[src/rtl/alu_pkg.sv]
// alu_pkg
//   Shared definitions for the pipelined ALU slice.
//   op_e    : 3-bit operation encoding carried on the Op port.
//   flags_t : bundle of the zero / greater / less / not-zero result flags.
package alu_pkg;

    typedef enum logic [2:0] {
        OP_ADD = 3'b000,
        OP_ROR = 3'b001,
        OP_ROL = 3'b010,
        OP_SLL = 3'b011,
        OP_SRL = 3'b100,
        OP_SRA = 3'b101,
        OP_AND = 3'b110,
        OP_XOR = 3'b111
    } op_e;

    typedef struct packed {
        logic zf;
        logic gzf;
        logic lzf;
        logic nezf;
    } flags_t;

    // Reset image of the flag register: zf set, everything else clear.
    localparam flags_t FLAGS_RESET = flags_t'(4'b1000);

    // Flags of a result read as a signed number.
    function automatic flags_t flags_of(input logic is_zero, input logic msb);
        flags_t f;
        f.zf   = is_zero;
        f.nezf = ~is_zero;
        f.lzf  = msb;
        f.gzf  = ~is_zero & ~msb;
        return f;
    endfunction

endpackage

[src/rtl/alu_core.sv]
// alu_core
//   Purely combinational ALU datapath; operands arrive already inverted.
//   a, b   : decoded operands (WIDTH bits)
//   cin    : carry-in for ADD
//   op     : operation select
//   sign   : selects signed (1) or unsigned (0) overflow for ADD
//   out    : result
//   ofl    : overflow (ADD only, 0 otherwise)
//   flags  : zero / greater / less / not-zero flags of out
module alu_core
    import alu_pkg::*;
#(
    parameter int WIDTH = 16,
    parameter int SHW   = $clog2(WIDTH)
) (
    input  logic [WIDTH-1:0] a,
    input  logic [WIDTH-1:0] b,
    input  logic             cin,
    input  op_e              op,
    input  logic             sign,
    output logic [WIDTH-1:0] out,
    output logic             ofl,
    output flags_t           flags
);

    logic [WIDTH:0]          sum;
    logic [SHW-1:0]          sh;
    logic [WIDTH-1:0]        ror_v;
    logic [WIDTH-1:0]        rol_v;
    logic signed [WIDTH-1:0] sra_v;

    assign sum = {1'b0, a} + {1'b0, b} + {{WIDTH{1'b0}}, cin};
    assign sh  = b[SHW-1:0];

    // A shift by WIDTH yields zero, so sh==0 collapses each rotate to a.
    assign ror_v = (a >> sh) | (a << (WIDTH - int'(sh)));
    assign rol_v = (a << sh) | (a >> (WIDTH - int'(sh)));
    assign sra_v = $signed(a) >>> sh;

    always_comb begin
        out = '0;
        ofl = 1'b0;
        unique case (op)
            OP_ADD: begin
                out = sum[WIDTH-1:0];
                if (sign)
                    ofl = (a[WIDTH-1] == b[WIDTH-1]) && (sum[WIDTH-1] != a[WIDTH-1]);
                else
                    ofl = sum[WIDTH];
            end
            OP_ROR: out = ror_v;
            OP_ROL: out = rol_v;
            OP_SLL: out = a << sh;
            OP_SRL: out = a >> sh;
            OP_SRA: out = sra_v;
            OP_AND: out = a & b;
            OP_XOR: out = a ^ b;
            default: out = '0;
        endcase
    end

    assign flags = flags_of(out == '0, out[WIDTH-1]);

endmodule

[src/rtl/alu_pipelined.sv]
// alu_pipelined
//   Two-stage valid/ready pipelined ALU.
//   S1 holds decoded operands and op; S2 holds the result, overflow and flags.
//   Ports:
//     clk, rst            : clock, asynchronous active-high reset
//     in_valid / in_ready : input handshake
//     A, B, Cin, Op       : operands, carry-in, operation
//     invA, invB          : invert operand before use
//     sign                : signed overflow selection for ADD
//     flush               : drop everything in flight on the next edge
//     out_valid/out_ready : output handshake
//     Out, Ofl            : result and overflow
//     zf, gzf, lzf, nezf  : result flags (signed view of Out)
module alu_pipelined
    import alu_pkg::*;
#(
    parameter int WIDTH = 16,
    parameter int SHW   = $clog2(WIDTH)
) (
    input  logic             clk,
    input  logic             rst,
    input  logic             in_valid,
    output logic             in_ready,
    input  logic [WIDTH-1:0] A,
    input  logic [WIDTH-1:0] B,
    input  logic             Cin,
    input  logic [2:0]       Op,
    input  logic             invA,
    input  logic             invB,
    input  logic             sign,
    input  logic             flush,
    output logic             out_valid,
    input  logic             out_ready,
    output logic [WIDTH-1:0] Out,
    output logic             Ofl,
    output logic             zf,
    output logic             gzf,
    output logic             lzf,
    output logic             nezf
);

    logic             s1_valid;
    logic [WIDTH-1:0] s1_a;
    logic [WIDTH-1:0] s1_b;
    logic             s1_cin;
    op_e              s1_op;
    logic             s1_sign;

    logic             s2_valid;
    logic [WIDTH-1:0] s2_out;
    logic             s2_ofl;
    flags_t           s2_flags;

    logic [WIDTH-1:0] core_out;
    logic             core_ofl;
    flags_t           core_flags;

    logic s1_adv;
    logic s2_adv;
    logic s1_load;
    logic s2_load;

    // Ready propagates backwards combinationally so a full pipeline can
    // accept and emit on the same edge without a bubble.
    assign s2_adv   = ~s2_valid | out_ready;
    assign s1_adv   = ~s1_valid | s2_adv;
    assign in_ready = s1_adv & ~flush;
    assign s1_load  = in_valid & in_ready;
    assign s2_load  = s1_valid & s2_adv & ~flush;

    always_ff @(posedge clk or posedge rst) begin
        if (rst)
            s1_valid <= 1'b0;
        else if (flush)
            s1_valid <= 1'b0;
        else if (s1_adv)
            s1_valid <= s1_load;
    end

    always_ff @(posedge clk or posedge rst) begin
        if (rst) begin
            s1_a    <= '0;
            s1_b    <= '0;
            s1_cin  <= 1'b0;
            s1_op   <= OP_ADD;
            s1_sign <= 1'b0;
        end else if (s1_load) begin
            s1_a    <= invA ? ~A : A;
            s1_b    <= invB ? ~B : B;
            s1_cin  <= Cin;
            s1_op   <= op_e'(Op);
            s1_sign <= sign;
        end
    end

    alu_core #(
        .WIDTH (WIDTH),
        .SHW   (SHW)
    ) u_core (
        .a     (s1_a),
        .b     (s1_b),
        .cin   (s1_cin),
        .op    (s1_op),
        .sign  (s1_sign),
        .out   (core_out),
        .ofl   (core_ofl),
        .flags (core_flags)
    );

    always_ff @(posedge clk or posedge rst) begin
        if (rst)
            s2_valid <= 1'b0;
        else if (flush)
            s2_valid <= 1'b0;
        else if (s2_adv)
            s2_valid <= s1_valid;
    end

    // Result registers move only on a real transfer, so a stalled or
    // drained stage keeps presenting its last value.
    always_ff @(posedge clk or posedge rst) begin
        if (rst) begin
            s2_out   <= '0;
            s2_ofl   <= 1'b0;
            s2_flags <= FLAGS_RESET;
        end else if (s2_load) begin
            s2_out   <= core_out;
            s2_ofl   <= core_ofl;
            s2_flags <= core_flags;
        end
    end

    assign out_valid = s2_valid;
    assign Out       = s2_out;
    assign Ofl       = s2_ofl;
    assign zf        = s2_flags.zf;
    assign gzf       = s2_flags.gzf;
    assign lzf       = s2_flags.lzf;
    assign nezf      = s2_flags.nezf;

endmodule

[config.mk]
export PLATFORM = sky130hd
export DESIGN_NAME = alu_pipelined
export DESIGN_NICKNAME = d
export VERILOG_FILES = /design/src/rtl/alu_pkg.sv /design/src/rtl/alu_core.sv /design/src/rtl/alu_pipelined.sv
export SDC_FILE = /design/constraint.sdc
export NUM_CORES = 1
export LEC_CHECK = 0
export ABC_AREA = 1
export CORE_MARGIN = 10
export CORE_UTILIZATION = 40
export CTS_CLUSTER_SIZE = 10
export DETAILED_ROUTE_END_ITERATION = 12
export SLEW_MARGIN = 0
export SYNTH_ARGS = -nofsm -noshare
export SYNTH_HDL_FRONTEND = slang
export SYNTH_SLANG_ARGS = --single-unit
[constraint.sdc]
create_clock -name clk -period 3 [get_ports clk]
set_input_delay 0.6 -clock clk [delete_from_list [all_inputs] [get_ports clk]]
set_output_delay 0.6 -clock clk [all_outputs]
set_load 0.01 [all_outputs]
==> results.yml <==
synth:
  ys_top_cells_by_area: "nand2_1 (23%), dfrtp_1 (21%), nand3_1 (17%)"
  synthTopCellsByCount: "nand2_1 (419), nand3_1 (243), nor2_1 (86)"
  ys_seq_area_share_pct: 21.2
  synthFlopType: "dfrtp_1"
  synth_cell_type_count: 41
  syn_area_per_cell_um2: 5.93
  async_flop_share_pct: 100
  synth_top_area_share_pct: 22.5
  synth_area_um2: 6980
  synth_most_common_cell: "nand2_1"
  yosysTopAreaCell: "nand2_1"
  ys.warnings.count: 0
  synth_seq_cells: 59
  synth_nets: 1241
  synth_enable_flop_cells: 0
  synth_cells: 1176
global_route:
  grt_pass1_wl_um: 42600
  grt_max_degree: 60
  grt_pass1_vias: 7724
  antenna_found_initial: 0
  track_usage_pct: 22.5
  overflow: 0
drt:
  drt_iter0_drc: 799
  drtAntennaViolNets: 0
  drcViolationCount: 0
  viasPerCell: 5.60
  vias: 8125
  drt-wirelength-per-cell_um: 18.4
  postRouteWirelength_um: 26700
  firstDrtPassIters: 5
outcome:
  status: "completed"
clock_tree:
  clk_transition_reported_paths_ns: 0.05
  insertion_delay_ns: 0.34
  clock_sinks: 59
  cts_inserted_buffers: 9
  clockBufferDepth: 2
  cts_tree: "built"
  ctsHoldBuffers: 0
  clockRootBuffer: "clkbuf_16"
  htree_levels: 3
floorplan:
  dieWidth_um: 152
  initial_core_util_pct: 40.6
  core_um2: 17200
  rows: 48
  die_height_um: 152
  io_pins: 67
  die_area_um2: 23100
timing:
  final_hold_viol_count: 0
  rsz0062_at_grt: "no"
  maxSlewHeadroom_pct: 45.1
  final_max_slew_viol_count: 0
  worst_pin_slew_ns: 0.821
  fin_crit_ns: 2.85
  fin_setup_tns_ns: 0
  finalSetupViolations: 0
  timing.final.crit_share_pct: 94.9
  fmax_mhz: 351
  fin_skew_ns: 0.00821
placement:
  port_buffers: 66
  dp_hpwl_um: 20600
  gp_congestion: 1.05
worst_setup_path:
  cp_common_cell: "nand2_1"
  cp.required_ns: 3.27
  cp_cell_sequence: "inv_2 > ha_1 > nand2_1 > nand2_4 > buf_4 > nand2_1 > o21ai_0 > nand2_1 > nand2_1 > nor2_1 > a21oi_2 > nor2_1 > nand2_1 > nor2_2 > nand2_1 > nand2_1 > nand2_1"
  r2r-start: "s1_b[1]"
  crit_family: "simple AND/OR/NAND/NOR gates"
  worst-setup-path-type: "flip-flop to flip-flop"
  arrival_ns: 3.12
  cpMaxStageDelayCell: "dfrtp_1"
  max_stage_delay_ns: 0.40
  rr_endpoint: "gzf"
  crit_fanout: 26
  cp-end-kind: "flip-flop"
  start_kind: "flip-flop"
  r2r_slack_ns: 0.15
  crit_buf_inv: 2
  reg2reg_depth: 17
cells_and_area:
  nets: 1285
  drive_above_1_share_pct: 8.41
  antenna_cells: 0
  syn2layout_area_growth_pct: 16.3
job:
  drv_cap: 0
power_and_ir_drop:
  leakage_nw: 4.08
  p_per_area_nw_per_um2: 698
  finalPower_mw: 5.67
  irDropWorstVdd_uv: 329
worst_hold_path:
  hold_class: "flip-flop to flip-flop"
  hold_start: "zf"
  hold_depth: 2
  whs_endpoint: "zf"
[through the flow]
| stage | utilization, % | hold WS (ns) | setup WS, ns | cell area, um^2 | instances |
|---|---|---|---|---|---|
| after global routing | 47.3 | 0.502 | 0.00523 | 8120 | 1450 |
| after detailed placement | 45.5 | 0.469 | 0.111 | 7810 | 1433 |
| after global placement | 45.5 | 0.468 | 0.168 | 7810 | 1433 |
| after floorplan | - | 0.457 | 0.101 | 6980 | 1176 |
| final | 47.3 | 0.475 | 0.154 | 8120 | 1450 |
| after CTS | 47.2 | 0.480 | 0.0708 | 8100 | 1449 |
[state kept, by name, summed over array words and instances (netlist names)]
| register | flops |
|---|---|
| s1_sign | 1 |
| s1_b | 16 |
| s1_a | 16 |
| s1_cin | 1 |
| Out | 16 |
| s1_valid | 1 |
| s1_op | 3 |
| out_valid | 1 |
| Ofl | 1 |
| zf | 1 |
| gzf | 1 |
| nezf | 1 |
[where the power goes]
part / total, mW / internal (mW) / switching, mW
logic: 3.46 / 1.20 / 2.26
registers: 1.18 / 0.976 / 0.209
clock network: 1.03 / 0.660 / 0.366
[worst max-delay path by stage]
stage / startpoint / end / slack (ns) / cells past startpoint
after CTS: s1_b[0] / gzf / 0.07 / 20
after global routing: s1_b[0] / gzf / 0.005 / 20
after floorplan: s1_b[0] / nezf / 0.10 / 21
final: s1_b[1] / gzf / 0.15 / 17
after global placement: s1_b[0] / gzf / 0.17 / 20
after detailed placement: s1_b[0] / gzf / 0.11 / 20
[area by class of cell]
cell class | count | area (um^2)
Clock buffer | 11 | 243
Clock inverter | 5 | 52.6
Fill cell | 1912 | 9060
Inverter | 76 | 293
Multi-Input combinational cell | 983 | 4890
Sequential cell | 59 | 1480
Tap cell | 225 | 282
Timing Repair Buffer | 91 | 886
[cells by family (layout without fill, tap and decap cells)]
| group | after synthesis | in the layout | synth area share (%) |
|---|---|---|---|
| compound gates | 111 | 111 | 8.44 |
| xor+xnor | 37 | 37 | 4.64 |
| buf+inv | 134 | 183 | 8.89 |
| simple gates | 814 | 814 | 52.9 |
| fa+ha+maj | 21 | 21 | 3.98 |
| flops | 59 | 59 | 21.2 |
[what timing repair did]
item | in CTS | in global routing
endpoints found under the setup margin | 0 | 4
resized for setup | 0 | 5
buffers inserted | 0 | 1
hold endpoints to repair | 0 | 0
[cell usage in the layout (no fill, tap or decap), drive strengths merged, types with 5 or more instances in the layout]
cell type	instances
ha	19
buf	25
inv	74
o21ai	63
nand4	10
xnor2	25
clkinv	5
dfrtp	58
nor2	92
a22oi	7
a21oi	35
clkbuf	11
clkdlybuf4s50	66
xor2	12
nand3	251
nand2	451
[layer usage]
metal  part of all wire, %  wire [um]  track usage, %
met1                    44      11700            30.5
met2                    44      11600            34.6
met3                   8.5       2270            3.73
met4                   3.9       1030            9.45
met5                     0          0               0
[tightest hold or removal path: stages (launching register included)]
cell,delay [ns]
dfstp_2,0.37
nand2_1,0.06
nand2_1,0.05
Power figures use the tool's default switching activity.
